$ cat src/rtl/shift_register_pkg.sv
// Shared types for the shift register: the operation-select encoding.
package shift_register_pkg;

  typedef enum logic [1:0] {
    HOLD        = 2'd0,
    SHIFT_LEFT  = 2'd1,
    SHIFT_RIGHT = 2'd2,
    LOAD        = 2'd3
  } ctrl_e;

endpackage

$ cat src/rtl/shift_register_if.sv
// Operation/data bundle for the shift register.
// The master drives the operation; the slave (the register) returns its state.
interface shift_register_if
  import shift_register_pkg::*;
#(
  parameter int WIDTH = 8
);
  ctrl_e             ctrl;
  logic              ser_in;
  logic [WIDTH-1:0]  par_in;
  logic [WIDTH-1:0]  par_out;
  logic              ser_out;

  modport master (output ctrl, output ser_in, output par_in,
                  input  par_out, input ser_out);
  modport slave  (input  ctrl, input  ser_in, input  par_in,
                  output par_out, output ser_out);
endinterface

$ cat src/rtl/shift_register.sv
// WIDTH-bit bidirectional shift register with parallel load.
// Both outputs come straight from flops; there is no other state.
module shift_register
  import shift_register_pkg::*;
#(
  parameter int WIDTH = 8
) (
  input  logic           clk,
  input  logic           rst,
  shift_register_if.slave bus
);

  logic [WIDTH-1:0] par_q;
  logic             ser_q;

  // Single clocked process: reset wins over every operation, then decode ctrl.
  always_ff @(posedge clk) begin
    if (rst) begin
      par_q <= '0;
      ser_q <= 1'b0;
    end else begin
      case (bus.ctrl)
        SHIFT_LEFT: begin
          par_q <= {par_q[WIDTH-2:0], bus.ser_in};
          ser_q <= par_q[WIDTH-1];
        end
        SHIFT_RIGHT: begin
          par_q <= {bus.ser_in, par_q[WIDTH-1:1]};
          ser_q <= par_q[0];
        end
        LOAD: begin
          par_q <= bus.par_in;   // ser_q deliberately keeps its value
        end
        default: begin           // HOLD
          par_q <= par_q;
          ser_q <= ser_q;
        end
      endcase
    end
  end

  assign bus.par_out = par_q;
  assign bus.ser_out = ser_q;

endmodule

$ cat src/flat_wrapper.sv
// flat-port wrapper written by rule: the top's interface ports become plain ports
module shift_register_flat import shift_register_pkg::*;
#(
  parameter int WIDTH = 8
)
  (clk, rst, bus_ctrl, bus_ser_in, bus_par_in, bus_par_out, bus_ser_out);
  shift_register_if #(.WIDTH(WIDTH)) bus_i ();
  input  logic clk;
  input  logic rst;
  input wire logic [$bits(bus_i.ctrl)-1:0] bus_ctrl;
  input wire logic [$bits(bus_i.ser_in)-1:0] bus_ser_in;
  input wire logic [$bits(bus_i.par_in)-1:0] bus_par_in;
  output wire logic [$bits(bus_i.par_out)-1:0] bus_par_out;
  output wire logic [$bits(bus_i.ser_out)-1:0] bus_ser_out;
  assign bus_i.ctrl = bus_ctrl;
  assign bus_i.ser_in = bus_ser_in;
  assign bus_i.par_in = bus_par_in;
  assign bus_par_out = bus_i.par_out;
  assign bus_ser_out = bus_i.ser_out;
  shift_register #(.WIDTH(WIDTH)) u_core (.clk(clk), .rst(rst), .bus(bus_i));
endmodule
$ cat config.mk
export PLATFORM = sky130hd
export DESIGN_NAME = shift_register_flat
export DESIGN_NICKNAME = d
export VERILOG_FILES = /design/src/rtl/shift_register_pkg.sv /design/src/rtl/shift_register_if.sv /design/src/rtl/shift_register.sv /design/src/flat_wrapper.sv
export SDC_FILE = /design/constraint.sdc
export NUM_CORES = 1
export LEC_CHECK = 0
export CORE_UTILIZATION = 40
export DETAILED_ROUTE_END_ITERATION = 12
export PLACE_DENSITY = 0.87
export SYNTH_ARGS = -nofsm -noshare
export SYNTH_HDL_FRONTEND = slang
export SYNTH_SLANG_ARGS = --single-unit
export TNS_END_PERCENT = 5
$ cat constraint.sdc
create_clock -name clk -period 1.6 [get_ports clk]
set_input_delay 0.32 -clock clk [delete_from_list [all_inputs] [get_ports clk]]
set_output_delay 0.32 -clock clk [all_outputs]
set_load 0.01 [all_outputs]
[Word-level counts from Yosys, hierarchy flattened]
Cells that the tools add are included.
Word-level totals
  word-level logic and storage cells: 9
  input bits: 13
  bits in registers: 9
  output and inout bits: 9
Operators by class
  muxes and demuxes: 2
  reductions and logical operators: 2
  eq/ne operators: 3
Operators with widths (number)
  $pmux W8 S3: 1
  $eq A2 B2 Y1 const B: 2
  $reduce_bool A3 Y1: 1
  $eq A2 B1 Y1 const B: 1
  $pmux W1 S2: 1
  $reduce_bool A2 Y1: 1

[Logic depth before layout (Yosys ltp)]
  depth in word-level cells: 2
  depth in mapped cells: 5
  gate-level depth less buffers: 5

[Least setup slack after synthesis]
OpenSTA, ideal clock, no wires.
  path kind: input -> register
  start: input port bus_ctrl[0]
  end: register u_core.par_q[0], in the netlist u_core.bus.par_out[0]
  path slack: 336 ps
  path buffers: 0
  arrival: 1129 ps
  data required time: 1465 ps
  cell stages on the path: 5
  setup time: 135 ps
  path through: inv_1 -> ha_1 -> o21a_4 -> a21oi_1 -> a221oi_2
On the way
  cells in the longest elaborated chain, start to end: 2
  elaborated cells between the ends (all ways): 5
  classes of those cells: eq/ne: 3; mux: 1; reduce/logical: 1
RTL lines
  start, declared: line flat_wrapper.sv:10  | input wire logic [$bits(bus_i.ctrl)-1:0] bus_ctrl;
  $eq A2 B2 Y1 / $eq A2 B1 Y1 (equally long branches): line shift_register.sv:22  | case (bus.ctrl)
  $pmux W8 S3 / $reduce_bool A3 Y1 (equally long branches)
  end signal, assigned: line shift_register.sv:24  | par_q <= {par_q[WIDTH-2:0], bus.ser_in};
  end signal, assigned: line shift_register.sv:28  | par_q <= {bus.ser_in, par_q[WIDTH-1:1]};
  end signal, assigned: line shift_register.sv:32  | par_q <= bus.par_in;
  end, declared: line shift_register.sv:13  | logic [WIDTH-1:0] par_q;
Several ways; a longest one is shown, not always the timed one.
A chain may end at the register's enable or synchronous reset.

[Worst setup path after layout]
  start: register u_core.par_q[7], in the netlist u_core.bus.par_out[7]
  end: output port bus_par_out[7]
RTL lines
  end, declared: line flat_wrapper.sv:13  | output wire logic [$bits(bus_i.par_out)-1:0] bus_par_out;
No word-level cell between the ends.

==> results.yml <==
yosys:
  syn-num-nets: 73
  mean_area_per_synthesized_cell_um2: 9.27
  yosys.area.top_type: "sky130_fd_sc_hd__dfxtp_1"
  ys_warn_count: 0
  yosys.area.top_type_share_pct: 34.7
  seq_area_frac_synth_pct: 34.7
  ys_types: 16
  synth_top_cells_by_area: "sky130_fd_sc_hd__dfxtp_1, sky130_fd_sc_hd__a221oi_1, sky130_fd_sc_hd__ha_1, sky130_fd_sc_hd__inv_1, sky130_fd_sc_hd__nand2_1"
  ys_seq_elements: 9
  post_synth_inst_count: 56
  syn_area_um2: 519
final_layout:
  post-route-cell-area_um2: 781
  post_route_cells_drive_above_1_share_pct: 14.8
  layout.cells.most_common_list: "sky130_fd_sc_hd__clkdlybuf4s50_1, sky130_fd_sc_hd__a221oi_1, sky130_fd_sc_hd__inv_1, sky130_fd_sc_hd__dfxtp_1, sky130_fd_sc_hd__nand2_1"
  antenna-diode-count: 0
  seqCellArea_um2: 180
  layout.cells.most_common: "sky130_fd_sc_hd__clkdlybuf4s50_1"
  fin_util_pct: 67.5
  syn_to_final_growth_pct: 50.4
  nets: 99
  nFillCells: 84
  area_used_by_multi_input_combinational_logic_um2: 287
power:
  power.switching_mw: 0.163
  power_leakage_nw: 0.282
  report.power.total_mw: 0.596
  p_comb_share_pct: 26.6
  pwr_density_cell_nw_per_um2: 763
  ir_worst_vdd_mv: 0.410
  power_report.internal_total_mw: 0.433
  seqPwrFrac_pct: 43.7
  power.share.clock_pct: 29.7
  netSwitchingFraction_pct: 27.4
floorplanning:
  die-area_um2: 1450
  die_height_um: 38.0
  floorplan.initialDensity_pct: 44.9
  placeableCoreArea_um2: 1160
  placementRows: 12
  floorplan.io_pins: 22
  floorplan.die.width_um: 38.0
place:
  hpwlAfterDp_um: 864
  io_buffer_count: 21
  pre_cts_ws_ps: -267
  globalplace.congestion: 0.716
  placed_area_um2: 747
clock_network:
  cts-root-to-sink-buffers: 2
  cts-root-buf: "sky130_fd_sc_hd__clkbuf_4"
  clk_latency_ps: 260
  cts-htree-levels: 1
  cts_hold_buf: 0
  cts_tree: "yes"
  path_clk_slew_ps: 60
  cts_repair_resize_count: 0
  tritoncts.num_buffers: 3
  cts_post_setup_buffers_inserted: 0
  tritoncts_sinks: 9
routing:
  firstDrtPassIters: 4
  final_routed_drc_violation_total: 0
  routed_wire_length_per_instance_um: 12.8
  drtAntennaViolNets: 0
  routed_via_density: 5.44
  routed_wirelength_mm: 1.21
  route.vias.total: 517
  detailedRoute.firstIterationViolations: 6
worst_setup_path:
  timing.critical_path.required_ps: 1280
  critPathCaptureType: "output pin"
  path_max_fanout: 4
  timing.critical_path.slowest_stage_cell: "sky130_fd_sc_hd__clkdlybuf4s50_1"
  maximum_cell_stage_delay_along_the_critical_path_ps: 560
  worst_ep_arrival_time_ps: 1210
  worstPathBufferInverterCount: 1
  worstSetupStartpointType: "register"
  cp_cell_sequence: "clkdlybuf4s50_1"
  cp_delay_by_family_top: "buffers and inverters"
  timing_worst_setup_path_type: "reg2out"
timing:
  worst_pin_slew_ps: 369
  post-route-period-util_pct: 95.6
  fin_ws_ps: 70.6
  finalHoldViolCount: 0
  timing.slew.headroom_pct: 75.3
  fmax_ghz: 0.654
  fin_worst_skew_ps: 2.48
  final_max_slew_viol_count: 0
  setup_repair_after_global_routing_missed_its_margin: "no"
  final-setup-viol-count: 0
  period_needed_ps: 1530
grt:
  grt_pass1_wl_mm: 1.88
  antenna_found_initial: 0
  grt_pass1_vias: 456
  globalRouteOverflowTotal: 0
  pin_count_of_the_biggest_net_entering_global_routing: 17
  track_usage_pct: 18.9
run_status:
  run_status: "finished, final reports clean"
run:
  maxCapViolCount: 0
worst_hold_path:
  timing.hold.worst.class: "reg2reg"
cell usage after synthesis:
master                     instances
sky130_fd_sc_hd__nor2_1            1
sky130_fd_sc_hd__mux2i_1           1
sky130_fd_sc_hd__buf_4             1
sky130_fd_sc_hd__dfxtp_1           9
sky130_fd_sc_hd__a211oi_1          1
sky130_fd_sc_hd__ha_1              4
sky130_fd_sc_hd__o21a_4            1
sky130_fd_sc_hd__a21oi_1           2
sky130_fd_sc_hd__a221oi_1         14
sky130_fd_sc_hd__inv_1            10
sky130_fd_sc_hd__nor3b_1           1
sky130_fd_sc_hd__buf_6             1
sky130_fd_sc_hd__nand2_1           7
sky130_fd_sc_hd__clkbuf_1          1
sky130_fd_sc_hd__nor2_4            1
sky130_fd_sc_hd__a221oi_2          1
sequential cells by signal, summed over array words and instances (netlist names):
signal and cells:
u_core.bus.par_out 8, u_core.bus.ser_out 1
metal layers:
metal,wire length (um),vias to the layer above,global-route usage (%)
met1,585,236,23.4
met5,0,-,0
li1,-,259,-
met2,549,20,28.8
met3,74,2,6.98
met4,4,0,8.04
layout make-up:
type	instances	area share, %
inverter	10	4.81
multi-input combinational	34	36.7
tap	14	2.24
clock buffer	4	3.37
sequential	9	23.1
timing repair buffer	24	29.8
cell families (layout without fill, tap and decap cells):
kind of cell               Yosys count  in the layout  share of synthesized area (%)
muxes                                1              1                           1.93
adders and majority gates            4              4                           9.64
AOI/OAI and AO/OA                   19             19                           32.8
DFF                                  9              9                           34.7
buffers and inverters               13             38                           11.6
and+or+nand+nor                     10             10                           9.40
per-stage QoR:
stage                     TNS (ps)  cells  hold slack [ps]
after global routing             0     95              526
after floorplan                  0     56              473
after detailed placement     -2160     91              500
after CTS                        0     95              509
after global placement       -1760     91              490
final                            0     95              510
worst paths after layout:
path,to,startpoint,slack (ps),depth (start not counted)
setup reg to reg,u_core.bus.par_out[3],u_core.bus.par_out[2],710,2
setup / recovery,bus_par_out[7],u_core.bus.par_out[7],70,1
hold reg to reg,u_core.bus.par_out[4],u_core.bus.par_out[5],510,2
hold / removal,u_core.bus.par_out[4],u_core.bus.par_out[5],510,2
power by group through the flow:
stage | logic [mW] | clock network, mW | registers (mW)
2_1_floorplan | 0.0704 | 0 | 0.270
3_3_place_gp | 0.154 | 0 | 0.264
3_5_place_dp | 0.156 | 0 | 0.264
4_1_cts | 0.157 | 0.186 | 0.259
5_1_grt | 0.172 | 0.195 | 0.263
6_report | 0.158 | 0.177 | 0.260
(Power assumes the default switching activity.)
